--- config.mk ---
export PLATFORM = sky130hd
export DESIGN_NAME = rd_ptr_ctrl
export DESIGN_NICKNAME = d
export VERILOG_FILES = /design/src/rtl/rd_ptr_ctrl.sv
export SDC_FILE = /design/constraint.sdc
export NUM_CORES = 1
export LEC_CHECK = 0
export CAP_MARGIN = 20
export CORE_UTILIZATION = 40
export DETAILED_ROUTE_END_ITERATION = 10
export PLACE_DENSITY_LB_ADDON = 0.2
export SLEW_MARGIN = 30
export SYNTH_ARGS = -nofsm -noshare
export SYNTH_HDL_FRONTEND = slang
export SYNTH_SLANG_ARGS = --single-unit
--- constraint.sdc ---
create_clock -name clk_B -period 4.4 [get_ports clk_B]
set_clock_uncertainty 0.05 [all_clocks]
set_input_delay 0.66 -clock clk_B [delete_from_list [all_inputs] [get_ports clk_B]]
set_output_delay 0.66 -clock clk_B [all_outputs]
set_load 0.01 [all_outputs]
--- src/rtl/rd_ptr_ctrl.sv ---
// Read-domain pointer controller for an asynchronous FIFO: owns the read pointer, synchronises the
// incoming Gray write pointer and produces registered empty/almost_empty/count/underflow flags.
module rd_ptr_ctrl #(
    parameter int unsigned ADDR_WIDTH  = 3,
    parameter int unsigned DEPTH       = 1 << ADDR_WIDTH,
    parameter int unsigned SYNC_STAGES = 2,
    parameter int unsigned AE_THRESH   = 1
) (
    input  logic                  clk_B,
    input  logic                  rst,
    input  logic                  rd_en,
    input  logic [ADDR_WIDTH:0]   g_wr_ptr,
    output logic [ADDR_WIDTH-1:0] rd_addr,
    output logic [ADDR_WIDTH:0]   g_rd_ptr,
    output logic                  empty,
    output logic                  almost_empty,
    output logic [ADDR_WIDTH:0]   rd_count,
    output logic                  underflow
);

    localparam int unsigned PW = ADDR_WIDTH + 1;
    // Threshold clamped to DEPTH so an out-of-range override cannot overflow the compare width.
    localparam logic [PW-1:0] AE_LIM = PW'((AE_THRESH > DEPTH) ? DEPTH : AE_THRESH);

    logic [PW-1:0] sync_q [SYNC_STAGES];
    logic [PW-1:0] wr_bin_s;

    logic [PW-1:0] rd_ptr_q, rd_ptr_d;
    logic [PW-1:0] g_rd_ptr_q, g_rd_ptr_d;
    logic [PW-1:0] count_q, count_d;
    logic          empty_q, empty_d;
    logic          ae_q, ae_d;
    logic          underflow_q, underflow_d;
    logic          rd_acc;

    // Plain flop chain; no logic between stages so every stage sees a single-bit-change Gray code.
    always_ff @(posedge clk_B or posedge rst) begin
        if (rst) begin
            for (int unsigned i = 0; i < SYNC_STAGES; i++) begin
                sync_q[i] <= '0;
            end
        end else begin
            sync_q[0] <= g_wr_ptr;
            for (int unsigned i = 1; i < SYNC_STAGES; i++) begin
                sync_q[i] <= sync_q[i-1];
            end
        end
    end

    always_comb begin
        wr_bin_s = '0;
        for (int i = 0; i < PW; i++) begin
            wr_bin_s[i] = ^(sync_q[SYNC_STAGES-1] >> i);
        end
    end

    always_comb begin
        rd_acc      = rd_en & ~empty_q;
        rd_ptr_d    = rd_ptr_q + PW'(rd_acc);
        g_rd_ptr_d  = rd_ptr_d ^ (rd_ptr_d >> 1);
        count_d     = wr_bin_s - rd_ptr_d;
        empty_d     = (rd_ptr_d == wr_bin_s);
        ae_d        = (count_d <= AE_LIM);
        underflow_d = rd_en & empty_q;
    end

    always_ff @(posedge clk_B or posedge rst) begin
        if (rst) begin
            rd_ptr_q    <= '0;
            g_rd_ptr_q  <= '0;
            count_q     <= '0;
            empty_q     <= 1'b1;
            ae_q        <= 1'b1;
            underflow_q <= 1'b0;
        end else begin
            rd_ptr_q    <= rd_ptr_d;
            g_rd_ptr_q  <= g_rd_ptr_d;
            count_q     <= count_d;
            empty_q     <= empty_d;
            ae_q        <= ae_d;
            underflow_q <= underflow_d;
        end
    end

    assign rd_addr      = rd_ptr_q[ADDR_WIDTH-1:0];
    assign g_rd_ptr     = g_rd_ptr_q;
    assign empty        = empty_q;
    assign almost_empty = ae_q;
    assign rd_count     = count_q;
    assign underflow    = underflow_q;

endmodule

# Yosys cells after proc, flatten, opt, wreduce, memory -nomap -nowiden
# Index checks and enable logic that the tools add are counted.
# totals
elab_cells	20
reg_bits	23
# classes
order_cmp	1
reduce_logical	4
n_addsub	2
eq_ne	1
bitwise_logic	4
# op_table
op	count
parity 4 bit	4
adder 4 x 1 -> 4 bit	1
equality test 4 bit	1
less-or-equal comparator 4 x 1 -> 1 bit, second input constant	1
subtractor 4 bit	1
XOR 4 x 3 -> 4 bit	1
bitwise AND 1 bit	2
inverter 1 bit	1

# Longest topological paths before layout
# logic_depth
depth_word	5
mapped_depth	9

# Least setup slack after synthesis
# OpenSTA, ideal clock, no wires.
# synth_timing
path_type	in2reg
start	in rd_en
end	reg count_q[3] (netlist: rd_count[3])
path_buffers	0
t_arrival_ns	2.451
slack_ns	1.832
setup_time_ns	0.067
stages	9
required_ns	4.283
path_cell_list	nor2b_1 ha_1 ha_1 xnor2_1 ha_1 inv_1 a2111o_1 a31oi_1 nand2b_1
# synth_between
elab_chain_cells	3
# synth_lines
item	line	rtl
start: declaration	11	input logic rd_en,
bitwise AND 1 bit	58	rd_acc = rd_en & ~empty_q;
adder 4 x 1 -> 4 bit	59	rd_ptr_d = rd_ptr_q + PW'(rd_acc);
subtractor 4 bit	61	count_d = wr_bin_s - rd_ptr_d;
net count_d[3]	30	logic [PW-1:0] count_q, count_d;
end signal: assignment	78	count_q <= count_d;
end: declaration	30	
# The timed path passes the listed nets, and every way through them passes these cells.

# Worst setup path after layout
# Same ends and word-level chain as after synthesis.

==> results.ini <==
[status]
status = completed

[worst_hold_path]
whs_path_depth = 0
holdPathEnd = sync_q[3]$_DFF_PP0_
hp-start = sync_q[7]$_DFF_PP0_
min_path_type = reg2reg

[routing]
detail-route-antenna-nets = 0
routed_wirelength_mm = 1.14
wire_per_inst_um = 10.4
drc = 0
drt-pass1-iter-count = 4
drt_iter0_markers = 1
routed_via_density = 4.61
vias = 503

[critical_path]
required_ns = 4.58
cpPeakStageDelay_ns = 0.41
crit_path_frequent_cell = ha_1
crit_start = rd_en
crit_path_start_kind = input pin
path_cells = clkdlybuf4s50_1 -> nor2b_1 -> ha_1 -> ha_1 -> xnor2_1 -> ha_1 -> inv_1 -> a2111o_1 -> a31oi_1 -> nand2b_1
cp-end-kind = register
r2r_slack_ns = 1.83
r2r-end = rd_count[3]$_DFF_PP0_
worst_ep_arrival_time_ns = 3.09
r2r-start = empty$_DFF_PP1_
path_max_fanout = 4
slowest_stage = clkdlybuf4s50_1
path_class = in2reg
worst_r2r_path_depth = 9

[layout]
antenna_cells = 0
utilization_pct = 56.8
final_nets = 95
final_cells = 109
syn2layout_area_growth_pct = 29.7
most-common-layout-cells = 20 x dfrtp_1, 20 x clkdlybuf4s50_1, 7 x xnor2_1, 7 x inv_1, 5 x ha_1
layout-drive-gt1-share_pct = 11.0

[sta]
min_period_over_period_pct = 66.0
slew_headroom_pct = 48.3
min_period_ns = 2.91
rsz0062_at_grt = no
hold_viol = 0
setup_viol = 0
fmax_mhz = 344
worst_pin_slew_ns = 0.774
finalMaxSlewViolations = 0
tns_ns = 0

[global_route]
grt_pass1_vias = 517
track_usage_pct = 11.8
grt_pass1_wl_mm = 2.04
grt_start_max_net_pins = 23
gr-total-overflow = 0
antenna_found_initial = 0

[flow_run]
maxCapViolations = 0

[floorplanning]
rows = 16
die_x_um = 48.8
core_area_um2 = 2000
die_y_um = 48.8
start_util_pct = 43.8
design.die.area_um2 = 2380
num_io_pins = 21

[yosys]
ys_types = 20
syn_nets = 70
synth_warnings = 0
post_synth.cell_area_avg_um2 = 15.1
syn_area_um2 = 877
syn_inst = 58
ys_seq_elements = 22
yosysSeqAreaShare_pct = 63.1

[clock_network]
cts_setup_buffers = 0
cts-root-buf = clkbuf_4
path_clk_slew_ns = 0.11
ctsHoldBuffers = 0
cts_buffer_depth = 2
cts_buffers = 3
post_cts_resized = 0
clk_latency_ns = 0.30
cts_tree = done
cts_sinks = 22
ctsHtreeMaxLevel = 1

[power_and_ir_drop]
p_seq_share_pct = 34.8
p_leak_nw = 0.507
swShare_pct = 34.1
p_switching_mw = 0.301
vdd_drop_max_v = 0.000361
pwr_density_cell_nw_per_um2 = 775
intPower_mw = 0.581
combPwrFrac_pct = 55.2
pwr-share-clk_pct = 10.0

[placed_design]
dp_hpwl_um = 918
port_buffers = 20
place.gp.congestion = 0.745
placedCellCount = 105

[layout make-up]
class | count | area, µm²
Fill cell | 182 | 865
Sequential cell | 22 | 553
Multi-Input combinational cell | 29 | 298
Timing Repair Buffer | 20 | 200
Tap cell | 27 | 33.8
Clock buffer | 4 | 26.3
Inverter | 7 | 26.3
[power groups by stage]
stage | clock network (mW) | registers (mW) | logic (mW)
after floorplan | 0 | 0.344 | 0.286
after global placement | 0 | 0.312 | 0.486
after global routing | 0.101 | 0.316 | 0.538
after CTS | 0.0931 | 0.308 | 0.495
after detailed placement | 0 | 0.313 | 0.493
final | 0.0884 | 0.307 | 0.487
[worst max path at each step]
stage	end	slack (ns)	cells after the start
2_1_floorplan	rd_count[3]$_DFF_PP0_	1.83	9
3_5_place_dp	almost_empty$_DFF_PP1_	1.19	10
4_1_cts	almost_empty$_DFF_PP1_	1.48	10
6_report	rd_count[3]$_DFF_PP0_	1.49	10
5_1_grt	almost_empty$_DFF_PP1_	1.33	10
3_3_place_gp	almost_empty$_DFF_PP1_	1.27	10
[metrics by stage]
| stage | hold WS (ns) | total power, mW | setup slack (ns) | cell area, µm² |
|---|---|---|---|---|
| after floorplan | 0.281 | 0.630 | 1.83 | 877 |
| after global placement | 0.281 | 0.798 | 1.27 | 1110 |
| after detailed placement | 0.287 | 0.806 | 1.19 | 1110 |
| after CTS | 0.315 | 0.896 | 1.48 | 1140 |
| after global routing | 0.317 | 0.955 | 1.33 | 1140 |
| final | 0.313 | 0.882 | 1.49 | 1140 |
[routing by layer]
layer,GRT usage (%),part of all wire (%)
met4,8.82,3.3
met2,21.3,51
met5,0,0
met1,12.0,41
met3,2.18,4.7
[cell families (layout without fill, tap and decap cells)]
kind of cell | Yosys count | after routing | synth area share [%]
xor gates and xnor gates | 11 | 11 | 14.8
and+or+nand+nor | 8 | 8 | 6.13
buffers and inverters | 7 | 31 | 3.00
adders and majority gates | 5 | 5 | 7.13
DFF | 22 | 22 | 63.1
AOI/OAI and AO/OA | 5 | 5 | 5.85
[state kept, by name, indices dropped and copies added, names as in the netlist]
signal and flops:
g_rd_ptr 4, underflow 1, rd_ptr_q 3, empty 1, rd_count 4, sync_q 8, almost_empty 1
[cells in the mapped netlist]
cell type / instances / area share, %
a2111o_1: 1 / 1.3
nand3_1: 1 / 0.57
nand2_1: 1 / 0.43
a31oi_1: 2 / 1.4
nand4_1: 1 / 0.71
xnor3_2: 1 / 2.7
dfstp_2: 2 / 6.0
and2_1: 1 / 0.71
ha_1: 5 / 7.1
dfrtp_1: 20 / 57
xnor2_1: 7 / 7.0
nand2b_1: 1 / 0.71
o2111ai_1: 1 / 1.0
nor4b_2: 1 / 1.7
xor2_1: 2 / 2.0
inv_1: 7 / 3.0
nor2b_1: 1 / 0.71
o21bai_4: 1 / 2.1
xor3_4: 1 / 3.1
nor3_1: 1 / 0.57
[worst max-delay path: cells and delay by family]
family          cells  cell delay, ns
simple gates        2            0.28
buf+inv             2            0.50
fa+ha+maj           3            0.64
compound gates      2            0.62
xor+xnor            1            0.38
No activity file was read; power rests on OpenSTA's default activity.
